--- src/rtl/multicycle_ctrl.sv ---
// Moore control FSM for the multicycle MIPS datapath with memory wait states.
// Define MC_EXT_OPS_EN to add bne and addi support.
module multicycle_ctrl #(
  parameter int WAIT_CYCLES = 0,
  parameter int ALUCTRL_W   = 3
) (
  input  logic                 clk,
  input  logic                 reset,
  input  logic [5:0]           opcode,
  input  logic [5:0]           funct,
  input  logic                 zero,
  output logic                 PCEn,
  output logic                 IorD,
  output logic                 MemWrite,
  output logic                 IRWrite,
  output logic                 RegDst,
  output logic                 MemtoReg,
  output logic                 RegWrite,
  output logic                 ALUSrcA,
  output logic [1:0]           ALUSrcB,
  output logic [ALUCTRL_W-1:0] ALUControl,
  output logic [1:0]           PCSrc,
  output logic                 illegal,
  output logic                 instr_done,
  output logic [3:0]           state
);

  localparam int CW = (WAIT_CYCLES > 0) ?
                      $clog2(WAIT_CYCLES + 1) : 1;
  localparam logic [CW-1:0] WAIT_MAX = CW'(WAIT_CYCLES);

  localparam logic [5:0] OP_R    = 6'b000000;
  localparam logic [5:0] OP_LW   = 6'b100011;
  localparam logic [5:0] OP_SW   = 6'b101011;
  localparam logic [5:0] OP_BEQ  = 6'b000100;
  localparam logic [5:0] OP_J    = 6'b000010;
`ifdef MC_EXT_OPS_EN
  localparam logic [5:0] OP_BNE  = 6'b000101;
  localparam logic [5:0] OP_ADDI = 6'b001000;
`endif

  localparam logic [ALUCTRL_W-1:0] ALU_ADD = ALUCTRL_W'(3'b010);
  localparam logic [ALUCTRL_W-1:0] ALU_SUB = ALUCTRL_W'(3'b110);
  localparam logic [ALUCTRL_W-1:0] ALU_AND = ALUCTRL_W'(3'b000);
  localparam logic [ALUCTRL_W-1:0] ALU_OR  = ALUCTRL_W'(3'b001);
  localparam logic [ALUCTRL_W-1:0] ALU_SLT = ALUCTRL_W'(3'b111);

  typedef enum logic [3:0] {
    S_FETCH    = 4'd0,
    S_DECODE   = 4'd1,
    S_MEMADR   = 4'd2,
    S_MEMREAD  = 4'd3,
    S_MEMWB    = 4'd4,
    S_MEMWRITE = 4'd5,
    S_EXECUTE  = 4'd6,
    S_ALUWB    = 4'd7,
    S_BRANCH   = 4'd8,
    S_JUMP     = 4'd9
`ifdef MC_EXT_OPS_EN
    , S_ADDIEX = 4'd10
    , S_ADDIWB = 4'd11
`endif
  } state_t;

  state_t          state_q;
  state_t          state_d;
  logic [CW-1:0]   wait_cnt;
  logic            mem_st;
  logic            wait_done;
  logic            ill_q;
  logic            dec_ill;
  logic            funct_ok;
  logic [ALUCTRL_W-1:0] alu_fn;
  logic            is_bne;
  logic            pc_write;
  logic            branch;

  logic op_r, op_lw, op_sw, op_beq, op_j;
  logic op_bne, op_addi;

  assign op_r   = (opcode == OP_R);
  assign op_lw  = (opcode == OP_LW);
  assign op_sw  = (opcode == OP_SW);
  assign op_beq = (opcode == OP_BEQ);
  assign op_j   = (opcode == OP_J);
`ifdef MC_EXT_OPS_EN
  assign op_bne  = (opcode == OP_BNE);
  assign op_addi = (opcode == OP_ADDI);
  assign is_bne  = op_bne;
`else
  assign op_bne  = 1'b0;
  assign op_addi = 1'b0;
  assign is_bne  = 1'b0;
`endif

  always_comb begin
    funct_ok = 1'b1;
    alu_fn   = ALU_ADD;
    unique case (funct)
      6'b100000: alu_fn = ALU_ADD;
      6'b100010: alu_fn = ALU_SUB;
      6'b100100: alu_fn = ALU_AND;
      6'b100101: alu_fn = ALU_OR;
      6'b101010: alu_fn = ALU_SLT;
      default:   funct_ok = 1'b0;
    endcase
  end

  assign mem_st = (state_q == S_FETCH) ||
                  (state_q == S_MEMREAD) ||
                  (state_q == S_MEMWRITE);
  assign wait_done = (wait_cnt == WAIT_MAX);

  assign dec_ill = !(op_lw || op_sw || op_beq || op_j ||
                     (op_r && funct_ok) ||
                     op_bne || op_addi);

  always_ff @(posedge clk) begin
    if (reset) begin
      state_q  <= S_FETCH;
      wait_cnt <= '0;
      ill_q    <= 1'b0;
    end else begin
      state_q <= state_d;
      if (mem_st && !wait_done)
        wait_cnt <= wait_cnt + CW'(1);
      else
        wait_cnt <= '0;
      ill_q <= (state_q == S_DECODE) && dec_ill;
    end
  end

  always_comb begin
    state_d = state_q;
    unique case (state_q)
      S_FETCH:
        if (wait_done) state_d = S_DECODE;
      S_DECODE: begin
        unique case (1'b1)
          op_lw, op_sw:       state_d = S_MEMADR;
          op_r && funct_ok:   state_d = S_EXECUTE;
          op_beq:             state_d = S_BRANCH;
          op_j:               state_d = S_JUMP;
`ifdef MC_EXT_OPS_EN
          op_bne:             state_d = S_BRANCH;
          op_addi:            state_d = S_ADDIEX;
`endif
          default:            state_d = S_FETCH;
        endcase
      end
      S_MEMADR:
        state_d = op_sw ? S_MEMWRITE : S_MEMREAD;
      S_MEMREAD:
        if (wait_done) state_d = S_MEMWB;
      S_MEMWRITE:
        if (wait_done) state_d = S_FETCH;
      S_EXECUTE: state_d = S_ALUWB;
`ifdef MC_EXT_OPS_EN
      S_ADDIEX:  state_d = S_ADDIWB;
`endif
      default:   state_d = S_FETCH;
    endcase
  end

  always_comb begin
    pc_write   = 1'b0;
    branch     = 1'b0;
    IorD       = 1'b0;
    MemWrite   = 1'b0;
    IRWrite    = 1'b0;
    RegDst     = 1'b0;
    MemtoReg   = 1'b0;
    RegWrite   = 1'b0;
    ALUSrcA    = 1'b0;
    ALUSrcB    = 2'b00;
    ALUControl = ALU_ADD;
    PCSrc      = 2'b00;
    instr_done = 1'b0;
    unique case (state_q)
      S_FETCH: begin
        ALUSrcB  = 2'b01;
        IRWrite  = wait_done;
        pc_write = wait_done;
      end
      S_DECODE: ALUSrcB = 2'b11;
      S_MEMADR: begin
        ALUSrcA = 1'b1;
        ALUSrcB = 2'b10;
      end
      S_MEMREAD: IorD = 1'b1;
      S_MEMWB: begin
        MemtoReg   = 1'b1;
        RegWrite   = 1'b1;
        instr_done = 1'b1;
      end
      S_MEMWRITE: begin
        IorD       = 1'b1;
        MemWrite   = wait_done;
        instr_done = wait_done;
      end
      S_EXECUTE: begin
        ALUSrcA    = 1'b1;
        ALUControl = alu_fn;
      end
      S_ALUWB: begin
        RegDst     = 1'b1;
        RegWrite   = 1'b1;
        instr_done = 1'b1;
      end
      S_BRANCH: begin
        ALUSrcA    = 1'b1;
        ALUControl = ALU_SUB;
        PCSrc      = 2'b01;
        branch     = 1'b1;
        instr_done = 1'b1;
      end
      S_JUMP: begin
        PCSrc      = 2'b10;
        pc_write   = 1'b1;
        instr_done = 1'b1;
      end
`ifdef MC_EXT_OPS_EN
      S_ADDIEX: begin
        ALUSrcA = 1'b1;
        ALUSrcB = 2'b10;
      end
      S_ADDIWB: begin
        RegWrite   = 1'b1;
        instr_done = 1'b1;
      end
`endif
      default: ;
    endcase
    PCEn = pc_write | (branch & (zero ^ is_bne));
    // Reset is synchronous for state but must blank outputs immediately.
    if (reset) begin
      PCEn       = 1'b0;
      IorD       = 1'b0;
      MemWrite   = 1'b0;
      IRWrite    = 1'b0;
      RegDst     = 1'b0;
      MemtoReg   = 1'b0;
      RegWrite   = 1'b0;
      ALUSrcA    = 1'b0;
      ALUSrcB    = 2'b00;
      ALUControl = '0;
      PCSrc      = 2'b00;
      instr_done = 1'b0;
    end
  end

  assign illegal = ill_q & ~reset;
  assign state   = reset ? 4'd0 : state_q;

endmodule

--- config.mk ---
export PLATFORM = sky130hd
export DESIGN_NAME = multicycle_ctrl
export DESIGN_NICKNAME = d
export VERILOG_FILES = /design/src/rtl/multicycle_ctrl.sv
export SDC_FILE = /design/constraint.sdc
export NUM_CORES = 1
export LEC_CHECK = 0
export CAP_MARGIN = 40
export CORE_MARGIN = 5
export CORE_UTILIZATION = 34
export CTS_BUF_LIST = sky130_fd_sc_hd__clkbuf_16
export CTS_CLUSTER_DIAMETER = 30
export CTS_CLUSTER_SIZE = 8
export DETAILED_ROUTE_END_ITERATION = 8
export HOLD_SLACK_MARGIN = 0.1
export PLACE_DENSITY = 0.83
export SLEW_MARGIN = 20
export SYNTH_ARGS = -nofsm -noshare
export SYNTH_HDL_FRONTEND = slang
export SYNTH_SLANG_ARGS = --single-unit
--- constraint.sdc ---
create_clock -name clk -period 1.8 [get_ports clk]
set_clock_uncertainty 0.1 [all_clocks]
set_input_delay 0.36 -clock clk [delete_from_list [all_inputs] [get_ports clk]]
set_output_delay 0.36 -clock clk [all_outputs]
set_load 0.02 [all_outputs]
==> reports/metrics.yaml <==
drt:
  drt-total-wl_um: 2980
  ant_nets: 0
  drt_iter0_drc: 18
  vias: 977
  wl_per_cell_um: 16.4
  firstDrtPassIters: 4
  drc_errors: 0
  via_per_inst: 5.37
global_routing:
  overflow: 0
  grtUsageTotal_pct: 23.0
  antenna_found_initial: 0
  grt_pass1_wl_um: 4750
  grt_max_degree: 10
  first_global_vias: 1028
floorplanning:
  die_h_um: 53.5
  initial_core_util_pct: 36.4
  ios: 36
  die_area_sq_mm: 0.00286
  die_x_um: 53.5
  coreArea_sq_mm: 0.00176
  fp-row-count: 15
setup_path:
  cp.buffers_inverters: 2
  required_ps: 1340
  cp_data_arrival_time_ps: 1360
  cpPeakStageDelay_ps: 330
  cp_max_fo: 3
  path_class: "reg -> out"
  end_kind: "output port"
  critPathSlowestCell: "dfxtp_2"
  worstPathCellList: "or2b_4, buf_6, nor4_4, buf_4"
  critPathLaunchType: "register"
  crit_family: "simple AND/OR/NAND/NOR gates"
clock_network:
  cts_buffer_depth: 2
  cts_htree_levels: 1
  clock_latency_ps: 230
  path_clk_slew_ps: 30
  cts.sinks: 6
  cts_tree: "built"
  numCtsBuffers: 3
  clock-root-buffer: "clkbuf_16"
timing:
  layout_setup_ws_ps: -21.8
  layout_min_cycle_time_ps: 1820
  maxSlewViolCount: 0
  setup_viol: 1
  clock.fmax_ghz: 0.549
  finalCritPeriodShare_pct: 101
  finalHoldViolCount: 0
  rsz0062_at_grt: "true"
synth:
  synth_cell_types: 41
  synth_nets: 104
  synth_area_per_cell_sq_um: 7.21
  ys_ff_latch: 6
  ys_seq_area_share_pct: 18.7
  ys_warn_count: 0
  netlist_area_sq_um: 642
  syn_inst: 89
place:
  dp.cells: 175
  dpl_worst_slack_ps: -988
  place_area_sq_mm: 0.00128
  hpwl_um: 1970
  numPortBuffers: 35
  gp_congestion: 0.790
pwr:
  p_sw_w: 0.000190
  ir_drop_mv: 0.703
  clock_power_share_pct: 48.8
  swShare_pct: 26.2
  total_power_w: 0.000726
  power.density_mw_per_mm2: 500
  combPwrFrac_pct: 30.5
  leakage_nw: 0.670
  p_seq_share_pct: 20.7
  intPower_w: 0.000535
layout:
  fin_nets: 174
  post-route-cell-area_sq_mm: 0.00145
  final_common_cell: "buf_4"
  final_cell_mix: "37 x buf_4, 13 x buf_2, 10 x nor2_1"
  drive_above_1_share_pct: 63.7
  stdcell_count: 182
  area.growth.synth_to_final_pct: 126
  diodes: 0
worst_hold_path:
  min_path_type: "in -> reg"
outcome:
  status: "finished with violations"
  violations: "setup timing"
job:
  timing.max_cap.violations: 0
power groups by stage:
stage,sequential [W],combinational (W),clock [W]
2_1_floorplan,0.000148,0.0000937,0
3_3_place_gp,0.000149,0.000203,0
3_5_place_dp,0.000149,0.000207,0
4_1_cts,0.000149,0.000209,0.000364
5_1_grt,0.000151,0.000237,0.000371
6_report,0.000150,0.000221,0.000354
worst paths after layout:
kind / slack (ps) / depth (start not counted) / startpoint / to
worst max-delay path: -20 / 4 / state_q[2]$_SDFFE_PP0P_ / ALUControl[0]
worst max register to register: 70 / 5 / state_q[0]$_SDFFE_PP0P_ / state_q[1]$_SDFFE_PP0P_
worst min-delay path: 460 / 4 / opcode[1] / state_q[3]$_SDFFE_PP0P_
worst min register to register: 520 / 2 / state_q[0]$_SDFFE_PP0P_ / state_q[0]$_SDFFE_PP0P_
cells in the mapped netlist:
cell	n	share of area, %
or4b_1	1	1.6
nand2b_1	3	2.9
nor3b_1	1	1.2
dfxtp_1	6	19
buf_4	1	1.2
nand4b_1	1	1.4
a22oi_1	1	1.2
or2b_2	1	1.4
a21oi_1	4	3.1
a32oi_1	1	1.4
and2b_1	1	1.2
o21ba_2	1	1.6
conb_1	1	0.58
a21o_1	2	2.3
a2111o_1	1	1.8
and2_1	1	0.98
or3_2	1	1.2
o32ai_1	1	1.4
a2111oi_0	1	1.4
and4_1	1	1.4
clkbuf_1	3	1.8
nor2b_1	3	2.9
nand2_1	8	4.7
o2111ai_1	1	1.4
or4_4	2	3.5
buf_6	1	1.8
o21ai_0	2	1.6
nor4bb_1	1	1.6
o2bb2ai_1	1	1.4
a21boi_0	1	1.2
o22ai_2	1	1.9
or2_2	1	0.98
nor2_1	12	7.0
a311o_1	1	1.6
a31oi_1	1	0.98
nor3_1	5	3.9
mux2_2	1	1.8
nor4b_1	3	4.1
xnor2_1	2	2.7
inv_1	5	2.9
nor4_1	3	2.9
final cells by class:
type                    count  area (sq um)
multi-input cells          73           653
well taps                  25          31.3
clock buffers               3          75.1
inverters                   5          18.8
flip-flops and latches      6           133
repair buffers             70           542
fillers                   120           312
routing by layer:
layer,up-vias,global-route usage (%),share of wire (%)
li1,465,-,-
met1,465,25.7,39
met2,36,40.8,53
met3,11,2.82,5.3
met4,0,13.6,3.3
met5,-,0,0
sequential cells by signal, summed over array words and instances (netlist names):
signal,flops
ill_q,1
wait_cnt,1
state_q,4
logic make-up (layout without fill, tap and decap cells):
| family | count (synthesis) | count (layout) | share of synthesized area [%] |
|---|---|---|---|
| flops | 6 | 6 | 18.7 |
| other cells | 1 | 1 | 0.584 |
| compound gates | 20 | 20 | 24.0 |
| buf+inv | 10 | 78 | 7.60 |
| mux | 1 | 1 | 1.75 |
| simple gates | 49 | 49 | 44.6 |
| xor+xnor | 2 | 2 | 2.73 |
timing repair:
item | 4_1_cts | 5_1_grt
endpoints found under the setup margin | 25 | 13
hold buffers | 0 | 0
resized for setup | 144 | 20
gates cloned | 0 | 0
pin swaps | 11 | 11
setup buffers | 3 | 1
worst register-to-register path: cells and delay by family (launching register included):
family          cells  cell delay [ps]
compound gates      3              780
buf+inv             1              200
flops               1              380
simple gates        1              190
stage by stage:
| stage | utilization, % | hold slack (ps) | setup TNS (ps) |
|---|---|---|---|
| after floorplan | - | 458 | -19.1 |
| after CTS | 81.0 | 465 | -81.1 |
| after global routing | 82.3 | 473 | -253 |
| after global placement | 72.8 | 607 | -14280 |
| final | 82.3 | 464 | -21.8 |
| after detailed placement | 72.8 | 616 | -14940 |
Power figures use the tool's default switching activity.
